[src/rtl/gray_rx_tracker_if.sv]
// rtl/gray_rx_tracker_if.sv - Gray source / position consumer signal bundle for gray_rx_tracker
interface gray_rx_tracker_if #(
    parameter int WIDTH = 2,
    parameter int CNT_W = 8
);
    logic [WIDTH-1:0] gray_in;
    logic             err_clr;
    logic [WIDTH-1:0] bin_out;
    logic             step;
    logic             dir;
    logic [CNT_W-1:0] pos;
    logic             err;
    logic             err_sticky;

    modport master (
        output gray_in, err_clr,
        input  bin_out, step, dir, pos, err, err_sticky
    );

    modport slave (
        input  gray_in, err_clr,
        output bin_out, step, dir, pos, err, err_sticky
    );
endinterface

[src/rtl/gray_rx_tracker.sv]
// rtl/gray_rx_tracker.sv - Gray code receiver: synchroniser, decoder, step/position tracker
module gray_rx_tracker #(
    parameter int WIDTH       = 2,
    parameter int CNT_W       = 8,
    parameter int SYNC_STAGES = 2
) (
    input  logic               clk,
    input  logic               res_n,
    gray_rx_tracker_if.slave   bus
);
    localparam int FILL_W = $clog2(SYNC_STAGES + 1);

    typedef enum logic {
        ST_INIT,
        ST_TRACK
    } state_t;

    logic [WIDTH-1:0]  sync_q [SYNC_STAGES];
    logic [WIDTH-1:0]  s_last;
    logic [WIDTH-1:0]  b_cur;
    logic [WIDTH-1:0]  delta;
    logic              is_up;
    logic              is_down;
    logic              is_jump;

    state_t            state_q;
    logic [FILL_W-1:0] fill_q;
    logic [WIDTH-1:0]  bin_out_q;
    logic              step_q;
    logic              dir_q;
    logic [CNT_W-1:0]  pos_q;
    logic              err_q;
    logic              err_sticky_q;

    always_ff @(posedge clk or negedge res_n) begin
        if (!res_n) begin
            for (int i = 0; i < SYNC_STAGES; i++) begin
                sync_q[i] <= '0;
            end
        end else begin
            sync_q[0] <= bus.gray_in;
            for (int i = 1; i < SYNC_STAGES; i++) begin
                sync_q[i] <= sync_q[i-1];
            end
        end
    end

    assign s_last = sync_q[SYNC_STAGES-1];

    // Gray to binary: each binary bit is the XOR of all Gray bits at or above it.
    always_comb begin
        b_cur = '0;
        b_cur[WIDTH-1] = s_last[WIDTH-1];
        for (int i = WIDTH - 2; i >= 0; i--) begin
            b_cur[i] = b_cur[i+1] ^ s_last[i];
        end
    end

    assign delta   = b_cur - bin_out_q;
    assign is_up   = (delta == WIDTH'(1));
    assign is_down = (delta == {WIDTH{1'b1}});
    assign is_jump = (delta != '0) && !is_up && !is_down;

    always_ff @(posedge clk or negedge res_n) begin
        if (!res_n) begin
            state_q      <= ST_INIT;
            fill_q       <= '0;
            bin_out_q    <= '0;
            step_q       <= 1'b0;
            dir_q        <= 1'b0;
            pos_q        <= '0;
            err_q        <= 1'b0;
            err_sticky_q <= 1'b0;
        end else begin
            step_q <= 1'b0;
            err_q  <= 1'b0;
            case (state_q)
                // Wait until the chain is flushed of reset zeros, then adopt the
                // first real sample as the reference without producing a step.
                ST_INIT: begin
                    if (fill_q == FILL_W'(SYNC_STAGES)) begin
                        bin_out_q <= b_cur;
                        state_q   <= ST_TRACK;
                    end else begin
                        fill_q <= fill_q + FILL_W'(1);
                    end
                end
                ST_TRACK: begin
                    bin_out_q <= b_cur;
                    if (is_up) begin
                        step_q <= 1'b1;
                        dir_q  <= 1'b1;
                        pos_q  <= pos_q + CNT_W'(1);
                    end else if (is_down) begin
                        step_q <= 1'b1;
                        dir_q  <= 1'b0;
                        pos_q  <= pos_q - CNT_W'(1);
                    end else if (is_jump) begin
                        err_q <= 1'b1;
                    end
                    // A new error outranks a simultaneous clear request.
                    if (is_jump) begin
                        err_sticky_q <= 1'b1;
                    end else if (bus.err_clr) begin
                        err_sticky_q <= 1'b0;
                    end
                end
                default: begin
                    state_q <= ST_INIT;
                end
            endcase
        end
    end

    assign bus.bin_out    = bin_out_q;
    assign bus.step       = step_q;
    assign bus.dir        = dir_q;
    assign bus.pos        = pos_q;
    assign bus.err        = err_q;
    assign bus.err_sticky = err_sticky_q;
endmodule

[src/flat_wrapper.sv]
// flat-port wrapper written by rule: the top's interface ports become plain ports
module gray_rx_tracker_flat 
#(
    parameter int WIDTH       = 2,
    parameter int CNT_W       = 8,
    parameter int SYNC_STAGES = 2
)
  (clk, res_n, bus_gray_in, bus_err_clr, bus_bin_out, bus_step, bus_dir, bus_pos, bus_err, bus_err_sticky);
  gray_rx_tracker_if #(.WIDTH(WIDTH), .CNT_W(CNT_W)) bus_i ();
  input  logic clk;
  input  logic res_n;
  input wire logic [$bits(bus_i.gray_in)-1:0] bus_gray_in;
  input wire logic [$bits(bus_i.err_clr)-1:0] bus_err_clr;
  output wire logic [$bits(bus_i.bin_out)-1:0] bus_bin_out;
  output wire logic [$bits(bus_i.step)-1:0] bus_step;
  output wire logic [$bits(bus_i.dir)-1:0] bus_dir;
  output wire logic [$bits(bus_i.pos)-1:0] bus_pos;
  output wire logic [$bits(bus_i.err)-1:0] bus_err;
  output wire logic [$bits(bus_i.err_sticky)-1:0] bus_err_sticky;
  assign bus_i.gray_in = bus_gray_in;
  assign bus_i.err_clr = bus_err_clr;
  assign bus_bin_out = bus_i.bin_out;
  assign bus_step = bus_i.step;
  assign bus_dir = bus_i.dir;
  assign bus_pos = bus_i.pos;
  assign bus_err = bus_i.err;
  assign bus_err_sticky = bus_i.err_sticky;
  gray_rx_tracker #(.WIDTH(WIDTH), .CNT_W(CNT_W), .SYNC_STAGES(SYNC_STAGES)) u_core (.clk(clk), .res_n(res_n), .bus(bus_i));
endmodule
[config.mk]
export PLATFORM = sky130hd
export DESIGN_NAME = gray_rx_tracker_flat
export DESIGN_NICKNAME = d
export VERILOG_FILES = /design/src/rtl/gray_rx_tracker_if.sv /design/src/rtl/gray_rx_tracker.sv /design/src/flat_wrapper.sv
export SDC_FILE = /design/constraint.sdc
export NUM_CORES = 1
export LEC_CHECK = 0
export CORE_ASPECT_RATIO = 0.5
export CORE_MARGIN = 2
export CORE_UTILIZATION = 30
export DETAILED_ROUTE_END_ITERATION = 7
export HOLD_SLACK_MARGIN = 0.03
export PLACE_DENSITY = 0.54
export SYNTH_ARGS = -nofsm -noshare
export SYNTH_HDL_FRONTEND = slang
export SYNTH_SLANG_ARGS = --single-unit
[constraint.sdc]
create_clock -name clk -period 2.3 [get_ports clk]
set_input_delay 0.46 -clock clk [delete_from_list [all_inputs] [get_ports clk]]
set_output_delay 0.46 -clock clk [all_outputs]
set_load 0.01 [all_outputs]
# --- Yosys cells after proc, flatten, opt, wreduce, memory -nomap -nowiden ---
# Cells that the tools add are included.
op_classes:
  n_mux: 17
  n_bitwise: 3
  n_shift: 0
  mul: 0
  n_eq_ne: 4
  n_div: 0
  magnitude_cmp: 0
  n_addsub: 4
  reduce_logical: 10
op_table:
  columns: ["op", "n"]
  rows:
  - ["8-bit two-way mux", 2]
  - ["1-bit two-way mux", 13]
  - ["8-bit by 1-bit adder with 8-bit output (second input constant)", 1]
  - ["8-bit by 1-bit subtractor with 8-bit output (second input constant)", 1]
  - ["2-bit AND reduction", 3]
  - ["2-bit nonzero test", 3]
  - ["2-bit == test (second input constant)", 2]
  - ["2-bit one-hot mux with 2 select lines", 1]
  - ["2-bit by 1-bit adder with 2-bit output (second input constant)", 1]
  - ["2-bit by 1-bit == test with 1-bit output (second input constant)", 1]
  - ["1-bit logical AND", 2]
  - ["1-bit logical NOT", 2]
  - ["2-bit two-way mux", 1]
  - ["2-bit by 1-bit != test with 1-bit output (second input constant)", 1]
  - ["1-bit inverter", 2]
  - ["2-bit subtractor", 1]
  - ["1-bit XOR", 1]
word_totals:
  elab_cells: 48
  rom_bits: 0
  ramBits: 0
  n_memories: 0
  ff_bits: 21
  out_inout_bits: 14
  latchBits: 0

# --- Longest topological paths before layout ---
depth:
  depth_word: 10
  mapped_depth: 10
  depth_no_buf: 10

# --- Least setup slack after synthesis ---
# Ideal clock, no wire load.
synth_timing:
  kind: "register to register"
  startpoint: "register u_core.sync_q, in the netlist u_core.s_last[1]"
  endpoint: "register u_core.pos_q[6], in the netlist u_core.bus.pos[6]"
  period_less_slack_ns: 2.439
  required_time_ns: 2.231
  stages_incl_launch_ff: 11
  setup_time_ns: 0.069
  t_arrival_ns: 2.370
  path_slack_ns: -0.139
  path_cell_list: "dfrtp_1 xnor2_1 ha_1 xnor2_1 nand2b_1 ha_1 a21o_1 a21o_4 a21oi_2 or4b_1 nand3_1"
synth_via:
  elab_chain_len: 5
  word_cells_on_any_way: 7
synth_rtl:
  columns: ["item", "line_no", "source"]
  rows:
  - ["from (decl)", "gray_rx_tracker.sv:18", "logic [WIDTH-1:0] sync_q [SYNC_STAGES];"]
  - ["from (signal, indexed assignment)", "gray_rx_tracker.sv:43", "sync_q[i] <= sync_q[i-1];"]
  - ["1-bit XOR", "gray_rx_tracker.sv:55", "b_cur[i] = b_cur[i+1] ^ s_last[i];"]
  - ["2-bit subtractor (*)", "gray_rx_tracker.sv:59", "assign delta = b_cur - bin_out_q;"]
  - ["2-bit == test / 2-bit by 1-bit == test with 1-bit output (equally long branches)", "gray_rx_tracker.sv:61, gray_rx_tracker.sv:60", null]
  - ["2-bit nonzero test (no source line)", null, null]
  - ["2-bit AND reduction (no source line)", null, null]
  - ["to (signal assigned)", "gray_rx_tracker.sv:93", "pos_q <= pos_q + CNT_W'(1);"]
  - ["to (signal assigned)", "gray_rx_tracker.sv:97", "pos_q <= pos_q - CNT_W'(1);"]
  - ["to (decl)", "gray_rx_tracker.sv:31", "logic [CNT_W-1:0] pos_q;"]
# Mark *: on every way between the ends. The rest lies on a longest branch, timed or not.
# A chain may end at the register's enable or synchronous reset.

# --- Worst setup path in the final report ---
# Ends and elaborated chain as after synthesis.

==> flow_summary.toml <==
[clocking]
clockBufferDepth = 2
cts.sinks = 21
cts_hold_buf = 0
h-tree-depth = 1
clockRootBuffer = "clkbuf_8"
worstSkewPairLatency_ns = 0.27
cts_tree = "yes"
numCtsBuffers = 3
clk_pin_slew_ns = 0.08

[timing]
timing.final.crit_share = 1.01
tightest_slew_ns = 0.299
hold_viol = 0
whs_ns = 0.353
slew_violations = 0
fin_skew_ns = 0.00282
layout_min_cycle_time_ns = 2.33
max-slew-margin-rel = 0.801
worst_slack_ns = -0.0303
fmax_mhz = 429
tns_ns = -0.0303
grt_setup_unrepaired = "yes"
setup_viol = 1

[logic_synthesis]
synth-seq-area-share = 0.500
avgSynthCellArea_um2 = 11.2
syn_nets = 108
synthCells = 94
synth_warnings = 0
yosysUniqueCellTypes = 29
synth-seq-cells = 21
syn_area_um2 = 1050

[detailed_routing]
drtIter0Drc = 13
wl_per_cell_um = 10.8
wl_um = 1930
vias = 775
via_per_inst = 4.35
first_pass_iters = 2
drc = 0
antenna_left = 0

[global_routing]
grt_max_degree = 22
antenna_found_initial = 0
grt_overflow = 0
grt_pass1_vias = 719
track_usage = 0.112
grt_pass1_wl_um = 3240

[place]
hpwl_um = 1390
dp.cells = 171
portBuffers = 18
gp_congestion = 0.758

[floorplanning]
num_rows = 15
initial_core_util = 0.309
die_w_um = 87.7
die-area_um2 = 4020
die_h_um = 45.9
io_pins = 19
core_area_um2 = 3400

[critical_path]
reg2regPathDepth = 10
crit_fanout = 7
critPathLaunchType = "flip-flop"
end_kind = "flip-flop"
worstPathCellList = "xnor2_2 > ha_2 > xnor2_2 > nand2b_4 > ha_4 > a21o_1 > a21o_4 > a21oi_2 > or4b_1 > nand3_2"
path_class = "flip-flop to flip-flop"
reg2reg_slack_ns = -0.03
reg2reg_to = "u_core.bus.pos[6]"
arrival_ns = 2.54
reg2reg_from = "u_core.s_last[1]"
slowest_stage = "or4b_1"
cpMostUsedCell = "xnor2_2"
max_stage_delay_ns = 0.47
critPathRequiredTime_ns = 2.51

[power_and_ir_drop]
max-vdd-ir-drop_mv = 0.328
powerDensity_nw_per_um2 = 1320
power_leakage_nw = 0.654
power_mw = 2.02

[final_layout]
final_cells = 178
drive_gt1_frac = 0.283
final_nets = 142
area_growth_pct = 45.6
diodes = 0
fillers = 321

[status]
status = "finished, violations left"
violations = "negative setup slack"

[hold_path]
min_from = "u_core.sync_q[3]"
hold-path-endpoint = "u_core.s_last[1]"
min_path_type = "flip-flop to flip-flop"
worstHoldPathCells = 0

[run]
drv_cap = 0
==> worst max-delay path by stage <==
stage,endpoint,start,depth (start not counted)
6_report,u_core.bus.pos[6],u_core.s_last[1],10
5_1_grt,u_core.bus.pos[6],u_core.s_last[1],10
4_1_cts,u_core.bus.pos[7],u_core.s_last[1],10
3_5_place_dp,u_core.bus.pos[7],u_core.s_last[1],10
3_3_place_gp,u_core.bus.pos[7],u_core.s_last[1],10
2_1_floorplan,u_core.bus.pos[6],u_core.s_last[1],10
==> flip-flops by register name, indices dropped and copies added (netlist names), 2 cells and up <==
register,count
u_core.sync_q,2
u_core.fill_q,2
u_core.bus.pos,8
u_core.s_last,2
u_core.bus.bin_out,2
==> worst max-delay path: cells and delay by family, from the launching register on <==
family / cells / cell delay (ns)
AND/OR/NAND/NOR: 3 / 0.69
flip-flops: 1 / 0.42
AO/OA/AOI/OAI: 3 / 0.31
XOR/XNOR: 2 / 0.34
adder cells (fa/ha/maj): 2 / 0.49
==> cell usage after synthesis, drive strengths merged <==
cell type | number | share of area
buf | 1 | 0.0048
fa | 1 | 0.019
or4b | 1 | 0.0095
nand3 | 2 | 0.0095
a21o | 4 | 0.036
nand4b | 1 | 0.0083
nor2 | 5 | 0.018
o21bai | 2 | 0.014
nand2b | 2 | 0.012
a221oi | 1 | 0.0083
a21oi | 5 | 0.027
a211oi | 2 | 0.024
nor3 | 2 | 0.0095
xnor2 | 7 | 0.058
o21ai | 6 | 0.029
or2 | 1 | 0.0060
clkbuf | 2 | 0.0071
nand2 | 11 | 0.039
mux2 | 1 | 0.011
dfrtp | 21 | 0.50
nor3b | 1 | 0.0071
xor2 | 3 | 0.025
and2 | 1 | 0.0060
ha | 8 | 0.095
inv | 2 | 0.0071
mux2i | 1 | 0.0095
==> power breakdown <==
| group | switching [mW] | total, mW | internal (mW) |
|---|---|---|---|
| clock network | 0.133 | 0.255 | 0.123 |
| registers | 0.104 | 0.574 | 0.470 |
| logic | 0.508 | 1.19 | 0.681 |
==> final cells by class <==
type | count | area [µm²] | area share
Multi-Input combinational cell | 68 | 596 | 0.389
Clock buffer | 3 | 41.3 | 0.0270
Clock inverter | 1 | 7.51 | 0.00491
Inverter | 2 | 7.51 | 0.00491
Timing Repair Buffer | 32 | 289 | 0.189
Tap cell | 51 | 63.8 | 0.0417
Sequential cell | 21 | 526 | 0.343
==> metrics by stage <==
| step | setup WS, ns | cell area, µm² | utilization |
|---|---|---|---|
| finish | -0.0303 | 1530 | 0.450 |
| global route | -0.131 | 1530 | 0.450 |
| CTS | -0.0306 | 1530 | 0.449 |
| detailed placement | -0.0918 | 1390 | 0.410 |
| global placement | -0.0647 | 1390 | 0.410 |
| floorplan | 0.00857 | 1080 | - |
==> what timing repair did <==
action | in CTS | in global routing
buffers inserted | 3 | 0
pin swaps | 2 | 2
cloned | 0 | 0
resized for setup | 9 | 2
endpoints found under the setup margin | 3 | 4
==> cell usage in the layout (no fill, tap or decap), types with 2 or more instances in the layout <==
master           count
dfrtp_1             21
clkdlybuf4s50_1     18
buf_4               13
nand2_1             11
nor2_1               5
xnor2_1              5
o21ai_0              5
a21oi_1              4
ha_1                 4
a21o_1               3
ha_4                 3
clkbuf_8             3
xnor2_2              2
o21bai_1             2
xor2_1               2
==> cells by family (layout without fill, tap and decap cells) <==
group | Yosys count | after routing | share of synthesized area
AND/OR/NAND/NOR | 27 | 27 | 0.125
AO/OA/AOI/OAI | 20 | 20 | 0.138
flip-flops | 21 | 21 | 0.500
adder cells (fa/ha/maj) | 9 | 9 | 0.114
buffers and inverters | 5 | 38 | 0.0190
XOR/XNOR | 10 | 10 | 0.0833
multiplexers | 2 | 2 | 0.0202
==> metal layers <==
metal,wire (µm),vias up,track usage
met1,983,364,0.141
met4,27,0,0.0369
met3,69,4,0.0435
met5,0,-,0
li1,-,395,-
met2,847,12,0.179
(Power assumes the default switching activity.)
